**src/rtl/multicycle_ctrl_pkg.sv**
```systemverilog
// rtl/multicycle_ctrl_pkg.sv - mc_ctrl_pkg: FSM states, instruction classes, opcode/funct, ALU and mux select codes
package mc_ctrl_pkg;

    typedef enum logic [3:0] {
        S_IDLE   = 4'd0,
        S_FETCH  = 4'd1,
        S_DECODE = 4'd2,
        S_EXEC   = 4'd3,
        S_ALU_WB = 4'd4,
        S_ADDR   = 4'd5,
        S_MEM_RD = 4'd6,
        S_MEM_WB = 4'd7,
        S_MEM_WR = 4'd8,
        S_BRANCH = 4'd9,
        S_JUMP   = 4'd10
    } state_t;

    typedef enum logic [3:0] {
        CLS_ALU_R,
        CLS_ALU_I,
        CLS_LOAD,
        CLS_STORE,
        CLS_BRANCH,
        CLS_J,
        CLS_JAL,
        CLS_JR,
        CLS_ILLEGAL
    } insn_cls_t;

    localparam logic [5:0] OP_RTYPE = 6'h00;
    localparam logic [5:0] OP_J     = 6'h02;
    localparam logic [5:0] OP_JAL   = 6'h03;
    localparam logic [5:0] OP_BEQ   = 6'h04;
    localparam logic [5:0] OP_ORI   = 6'h0d;
    localparam logic [5:0] OP_LUI   = 6'h0f;
    localparam logic [5:0] OP_LW    = 6'h23;
    localparam logic [5:0] OP_SW    = 6'h2b;

    localparam logic [5:0] FN_SLL   = 6'h00;
    localparam logic [5:0] FN_JR    = 6'h08;
    localparam logic [5:0] FN_ADDU  = 6'h21;
    localparam logic [5:0] FN_SUBU  = 6'h23;

    localparam logic [3:0] ALU_ADD  = 4'd0;
    localparam logic [3:0] ALU_SUB  = 4'd1;
    localparam logic [3:0] ALU_OR   = 4'd2;
    localparam logic [3:0] ALU_LUI  = 4'd3;

    localparam logic [1:0] NPC_PC4  = 2'd0;
    localparam logic [1:0] NPC_BR   = 2'd1;
    localparam logic [1:0] NPC_JMP  = 2'd2;
    localparam logic [1:0] NPC_RS   = 2'd3;

    localparam logic [1:0] RDST_RT  = 2'd0;
    localparam logic [1:0] RDST_RD  = 2'd1;
    localparam logic [1:0] RDST_RA  = 2'd2;

    localparam logic [1:0] RSRC_ALU = 2'd0;
    localparam logic [1:0] RSRC_MEM = 2'd1;
    localparam logic [1:0] RSRC_PC4 = 2'd2;

endpackage

```
**src/rtl/multicycle_ctrl_decoder.sv**
```systemverilog
// rtl/multicycle_ctrl_decoder.sv - mc_decoder: combinational opcode/funct -> instruction class and ALU selects
module mc_decoder
    import mc_ctrl_pkg::*;
(
    input  logic [5:0] opcode,
    input  logic [5:0] funct,
    output insn_cls_t  cls,
    output logic [3:0] alu_ctr,
    output logic       alu_src,
    output logic       imm_src,
    output logic       illegal
);

    always_comb begin
        cls     = CLS_ILLEGAL;
        alu_ctr = ALU_ADD;
        alu_src = 1'b0;
        imm_src = 1'b0;
        case (opcode)
            OP_RTYPE: begin
                case (funct)
                    // sll is only ever issued as nop, so it rides the addu path
                    FN_SLL, FN_ADDU: cls = CLS_ALU_R;
                    FN_SUBU: begin
                        cls     = CLS_ALU_R;
                        alu_ctr = ALU_SUB;
                    end
                    FN_JR:   cls = CLS_JR;
                    default: cls = CLS_ILLEGAL;
                endcase
            end
            OP_ORI: begin
                cls     = CLS_ALU_I;
                alu_ctr = ALU_OR;
                alu_src = 1'b1;
            end
            OP_LUI: begin
                cls     = CLS_ALU_I;
                alu_ctr = ALU_LUI;
                alu_src = 1'b1;
            end
            OP_LW, OP_SW: begin
                cls     = (opcode == OP_LW) ? CLS_LOAD : CLS_STORE;
                alu_ctr = ALU_ADD;
                alu_src = 1'b1;
                imm_src = 1'b1;
            end
            OP_BEQ: begin
                cls     = CLS_BRANCH;
                alu_ctr = ALU_SUB;
            end
            OP_J:    cls = CLS_J;
            OP_JAL:  cls = CLS_JAL;
            default: cls = CLS_ILLEGAL;
        endcase
    end

    assign illegal = (cls == CLS_ILLEGAL);

endmodule

```
**config.mk**
```make
export PLATFORM = sky130hd
export DESIGN_NAME = mc_decoder
export DESIGN_NICKNAME = d
export VERILOG_FILES = /design/src/rtl/multicycle_ctrl_pkg.sv /design/src/rtl/multicycle_ctrl_decoder.sv
export SDC_FILE = /design/constraint.sdc
export NUM_CORES = 1
export LEC_CHECK = 0
export CORE_AREA = 2 2 39 41
export DETAILED_ROUTE_END_ITERATION = 7
export DIE_AREA = 0 0 41 43
export PLACE_DENSITY = 0.58
export SLEW_MARGIN = 0
export SYNTH_ARGS = -nofsm -noshare
export SYNTH_HDL_FRONTEND = slang
export SYNTH_SLANG_ARGS = --single-unit
```
**constraint.sdc**
```tcl
create_clock -name vclk -period 1.1
set_input_delay 0.11 -clock vclk [all_inputs]
set_output_delay 0.11 -clock vclk [all_outputs]
set_load 0.03 [all_outputs]
```
==> results of run 1 <==
==> area by class of cell <==
cell class / count / share of cell area
Tap cell: 16 / 0.02740
Timing Repair Buffer: 38 / 0.4281
Inverter: 2 / 0.01027
Multi-Input combinational cell: 40 / 0.5342
==> stage by stage <==
stage / total power (W) / hold WS [ns] / instances
finish: 0.0002334 / 0.6357 / 96
global route: 0.0002509 / 0.6517 / 96
CTS: 0.0002217 / 0.6364 / 93
detailed placement: 0.0002160 / 1.036 / 91
global placement: 0.0002143 / 1.036 / 91
floorplan: 0.00009883 / 0.2586 / 45
==> final timing paths <==
path                  startpoint          to  slack [ns]  depth (start not counted)
worst min-delay path   opcode[0]     alu_src        0.64                          3
worst max-delay path   opcode[0]  alu_ctr[0]       -0.15                          6
==> layout by cell type (no fill, tap or decap), drive strengths merged <==
cell,count
clkdlybuf4s15,1
nand3,3
nor2,4
buf,37
a21oi,1
mux2,1
nor4b,1
nor3,3
nand3b,1
o21ai,4
nand2b,1
xor2,1
or2b,1
nand2,6
and3,5
inv,2
nor3b,2
conb,2
o2bb2ai,2
a2111oi,2
==> routing by layer <==
| metal | up-vias | GRT usage | wire length [um] |
|---|---|---|---|
| met1 | 206 | 0.1519 | 409 |
| li1 | 230 | - | - |
| met4 | 0 | 0 | 0 |
| met3 | 0 | 0.005236 | 88 |
| met5 | - | 0 | 0 |
| met2 | 17 | 0.2563 | 619 |
==> cell families (layout without fill, tap and decap cells) <==
logic type / after synthesis / count (layout) / share of synthesized area
buffers and inverters: 5 / 40 / 0.09242
xor gates and xnor gates: 1 / 1 / 0.02942
and+or+nand+nor: 27 / 27 / 0.5588
other: 1 / 2 / 0.01259
AOI/OAI and AO/OA: 9 / 9 / 0.2689
muxes: 1 / 1 / 0.03781
==> power by group through the flow <==
stage / Combinational [W] / Sequential [W] / Clock (W)
6_report: 0.000233 / 0 / 0
5_1_grt: 0.000251 / 0 / 0
4_1_cts: 0.000222 / 0 / 0
3_5_place_dp: 0.000216 / 0 / 0
3_3_place_gp: 0.000214 / 0 / 0
2_1_floorplan: 0.0000988 / 0 / 0
==> critical path, stage by stage <==
cell       delay (ns)
buf_2            0.14
nor3_4           0.20
buf_4            0.14
a21oi_2          0.04
a2111oi_4        0.30
buf_4            0.21
==> timing repair <==
action / 4_1_cts / 5_1_grt
endpoints found under the hold margin: 0 / 0
endpoints found under the setup margin: 9 / 7
gates resized for setup: 62 / 11
setup buffers: 2 / 3
pin swaps: 13 / 8
==> metrics.cfg, run 1 <==
[global_routing]
grt.overflow.total = 0
grt_pass1_vias = 440
antenna_found_initial = 0
grt_pass1_wl_mm = 1.711
grt_max_degree = 8
gr-usage-all-layers = 0.1309

[synthesis]
yosysSeqAreaShare = 0
synth_area_leader_cell = a2111oi_2
syn-cell-area_um2 = 297.8
yosysUniqueCellTypes = 24
yosys-top-cells-count = 6 x nand2_1, 4 x nor2_1, 3 x and3_1, 3 x nand3_1, 3 x o21ai_0
ys_warn_count = 0
synth_top_area_share = 0.1008
synth_area_leaders = a2111oi_2 10%, nand2_1 7.6%, nor3_2 6.7%, and3_1 6.3%, o2bb2ai_1 5.9%
postSynthCellCount = 44
synth.most_common_cell = nand2_1
avgSynthCellArea_um2 = 6.768

[hold_path]
hold_class = in -> out

[power]
switching_share = 0.5034
internal_power_w = 0.0001159
ir_worst_vdd_mv = 0.1482
combPwrFrac = 1.000
p_seq_frac = 0
p_switching_w = 0.0001175
clkPwrFrac = 0
p_per_area_nw_per_um2 = 319.4
total_leakage_power_nw = 0.3570

[timing]
period_share = 1.139
max_freq_ghz = 0.7978
fin_ws_ns = -0.1534
rsz0062_at_grt = yes
drv_slew = 0
timing.setup.tns_ns = -0.5540
finalCriticalPeriod_ns = 1.253
finalSetupViolations = 4
hold_viol = 0

[layout]
final_area_um2 = 730.7
fin_nets = 94
n_antenna_cell = 0
drive_above_1_share = 0.7250
fill_cells = 131
seq_cells = 0
synthToLayoutAreaGrowth_pct = 145.4
multi_input_area_um2 = 390.4
seqCellArea_um2 = 0
clkbuf_count = 0
final_util = 0.5280

[floorplanning]
dieHeight_um = 43
start_util = 0.2152
die_x_um = 41
coreArea_um2 = 1384
rows = 14
dieArea_um2 = 1763
ioPinCount = 23

[drt]
num_vias = 453
remaining_drc_errors = 0
firstDrtPassIters = 2
wl_per_cell_um = 11.64
wirelength_mm = 1.117
viasPerCell = 4.719
ant_nets = 0
drtIter0Drc = 5

[critical_path]
required_ns = 0.99
cp_max_fo = 4
startpoint_type = input port
end_kind = primary output
crit_type = in -> out
arrival_ns = 1.14

[outcome]
violations = negative setup slack
status = finished with violations

[placement]
portBuffers = 21
detailed_place_hpwl_um = 850.3
gp_congestion = 0.6930
dp_slack_ns = -0.5809
placed_cell_area_um2 = 651.9

[clock_tree]
ctsHoldBuffers = 0

[run]
drv_cap = 0

Power figures use the tool's default switching activity.
==> run 2: changes to the inputs <==
SETUP_SLACK_MARGIN = 0.5   (was unset)
==> run 2 against run 1 <==
  * The run still ends with negative setup slack left
  * Die area stayed put
  * Routed wire length is 13% higher
  * Combinational power is 32% higher
==> metrics.cfg, run 2 (synthesized netlist as in run 1, its figures left out) <==
[outcome]
status = finished with violations
violations = negative setup slack

[critical_path]
startpoint_type = input port
cp_slowest_cell = a2111oi_4
required_ns = 0.99  ; about the same
worst-path-stages = 6  ; unchanged
crit_type = in -> out
arrival_ns = 1.15  ; about the same
path_cells = buf_8 > nor3_4 > and3_4 > o21ai_4 > a2111oi_4 > buf_4
crit_family = simple AND/OR/NAND/NOR gates
cp_max_fo = 3  ; -1
critPathMaxStageDelay_ns = 0.27  ; -0.03 ns
end_kind = primary output
crit_buf_inv = 2  ; -1

[timing]
finalCriticalPeriod_ns = 1.260  ; +0.006290 ns
hold_viol = 0  ; unchanged
period_share = 1.145  ; +0.005718
finalSetupViolations = 5  ; +1
rsz0062_at_grt = yes
drv_slew = 0  ; unchanged
max_freq_ghz = 0.7938  ; -0.50%
fin_ws_ns = -0.1597  ; -0.006290 ns

[floorplanning]
start_util = 0.2152  ; unchanged
die_x_um = 41  ; unchanged
dieArea_um2 = 1763  ; unchanged
ioPinCount = 23  ; unchanged
coreArea_um2 = 1384  ; unchanged
rows = 14  ; unchanged
dieHeight_um = 43  ; unchanged

[power]
p_per_area_nw_per_um2 = 331.8  ; +3.9%
power_w = 0.0003076  ; +32%
ir_worst_vdd_mv = 0.2034  ; +37%
total_leakage_power_nw = 0.4181  ; +17%

[global_routing]
antenna_found_initial = 0  ; unchanged
grt_max_degree = 7  ; -1
grt.overflow.total = 0  ; unchanged
gr-usage-all-layers = 0.1610  ; +0.03013
grt_pass1_wl_mm = 2.083  ; +22%
grt_pass1_vias = 534  ; +21%

[placement]
detailed_place_hpwl_um = 891.5  ; +4.8%
gp_congestion = 0.7127  ; +2.8%
placed_cell_area_um2 = 783.3  ; +20%
portBuffers = 21  ; unchanged

[hold_path]
hold_class = in -> out
hold_depth = 4  ; +1

[layout]
fin_nets = 103  ; +9.6%
drive_above_1_share = 0.8652  ; +0.1402
n_antenna_cell = 0  ; unchanged
final_cell_mix = 22 x buf_4, 16 x buf_6, 5 x and3_4, 5 x buf_2, 4 x buf_8
final_area_um2 = 927.1  ; +27%
seq_cells = 0  ; unchanged
clkbuf_count = 0  ; unchanged
final_util = 0.6700  ; +0.1420
synthToLayoutAreaGrowth_pct = 211.3
seqCellArea_um2 = 0  ; unchanged
final_common_cell = buf_4

[drt]
num_vias = 494  ; +9.1%
viasPerCell = 4.705  ; -0.30%
wirelength_mm = 1.265  ; +13%
wl_per_cell_um = 12.05  ; +3.5%
firstDrtPassIters = 1  ; -1
drtIter0Drc = 0  ; -5
remaining_drc_errors = 0  ; unchanged
ant_nets = 0  ; unchanged

[clock_tree]
ctsHoldBuffers = 0  ; unchanged

[run]
drv_cap = 0  ; unchanged

-- run 2: cell types whose count changed in the layout (fill, tap and decap cells not counted), sizes merged --
| cell | previous run | this run |
|---|---|---|
| clkdlybuf4s15 | 1 | 0 |
| buf | 37 | 47 |
-- run 2: metrics by stage --
step / std cells / setup slack, ns / TNS [ns] / hold slack, ns
2_1_floorplan: 45 / -0.05605 / -0.08844 / 0.2586
3_3_place_gp: 97 / -0.6086 / -4.442 / 1.131
3_5_place_dp: 97 / -0.6070 / -4.442 / 1.124
4_1_cts: 105 / -0.1753 / -0.6778 / 0.6335
5_1_grt: 105 / -0.2240 / -0.8556 / 0.6427
6_report: 105 / -0.1597 / -0.5735 / 0.6333
-- run 2: area by class of cell --
class,count,area [um2]
inverters,2,10.01
multi-input cells,40,466.7
fillers,117,456.7
repair buffers,47,430.4
well taps,16,20.02
-- run 2: power breakdown --
| part | internal [W] | switching [W] | leakage, nW |
|---|---|---|---|
| Combinational | 0.000167 | 0.000141 | 0.418 |
| Sequential | 0 | 0 | 0 |
| Clock | 0 | 0 | 0 |
-- run 2: timing repair --
item / in CTS / in global routing
endpoints found under the setup margin: 9 / 9
buffers inserted: 8 / 0
resized for setup: 85 / 4
pin swaps: 16 / 9
-- run 2: path summary, 6_finish.rpt --
path | from | to | slack, ns
worst max-delay path | funct[4] | cls[2] | -0.16
worst min-delay path | opcode[4] | cls[2] | 0.63
-- run 2: metal layers --
metal,track usage,wire (um),up-vias,part of all wire
li1,-,-,249,-
met1,0.1968,458,228,0.36
met2,0.3094,735,17,0.58
met3,0,72,0,0.057
met4,0,0,0,0
met5,0,0,-,0
-- run 2: worst min-delay path, delay by kind of cell --
kind | cells | cell delay [ns]
AO/OA/AOI/OAI | 1 | 0.05
buffers and inverters | 3 | 0.37
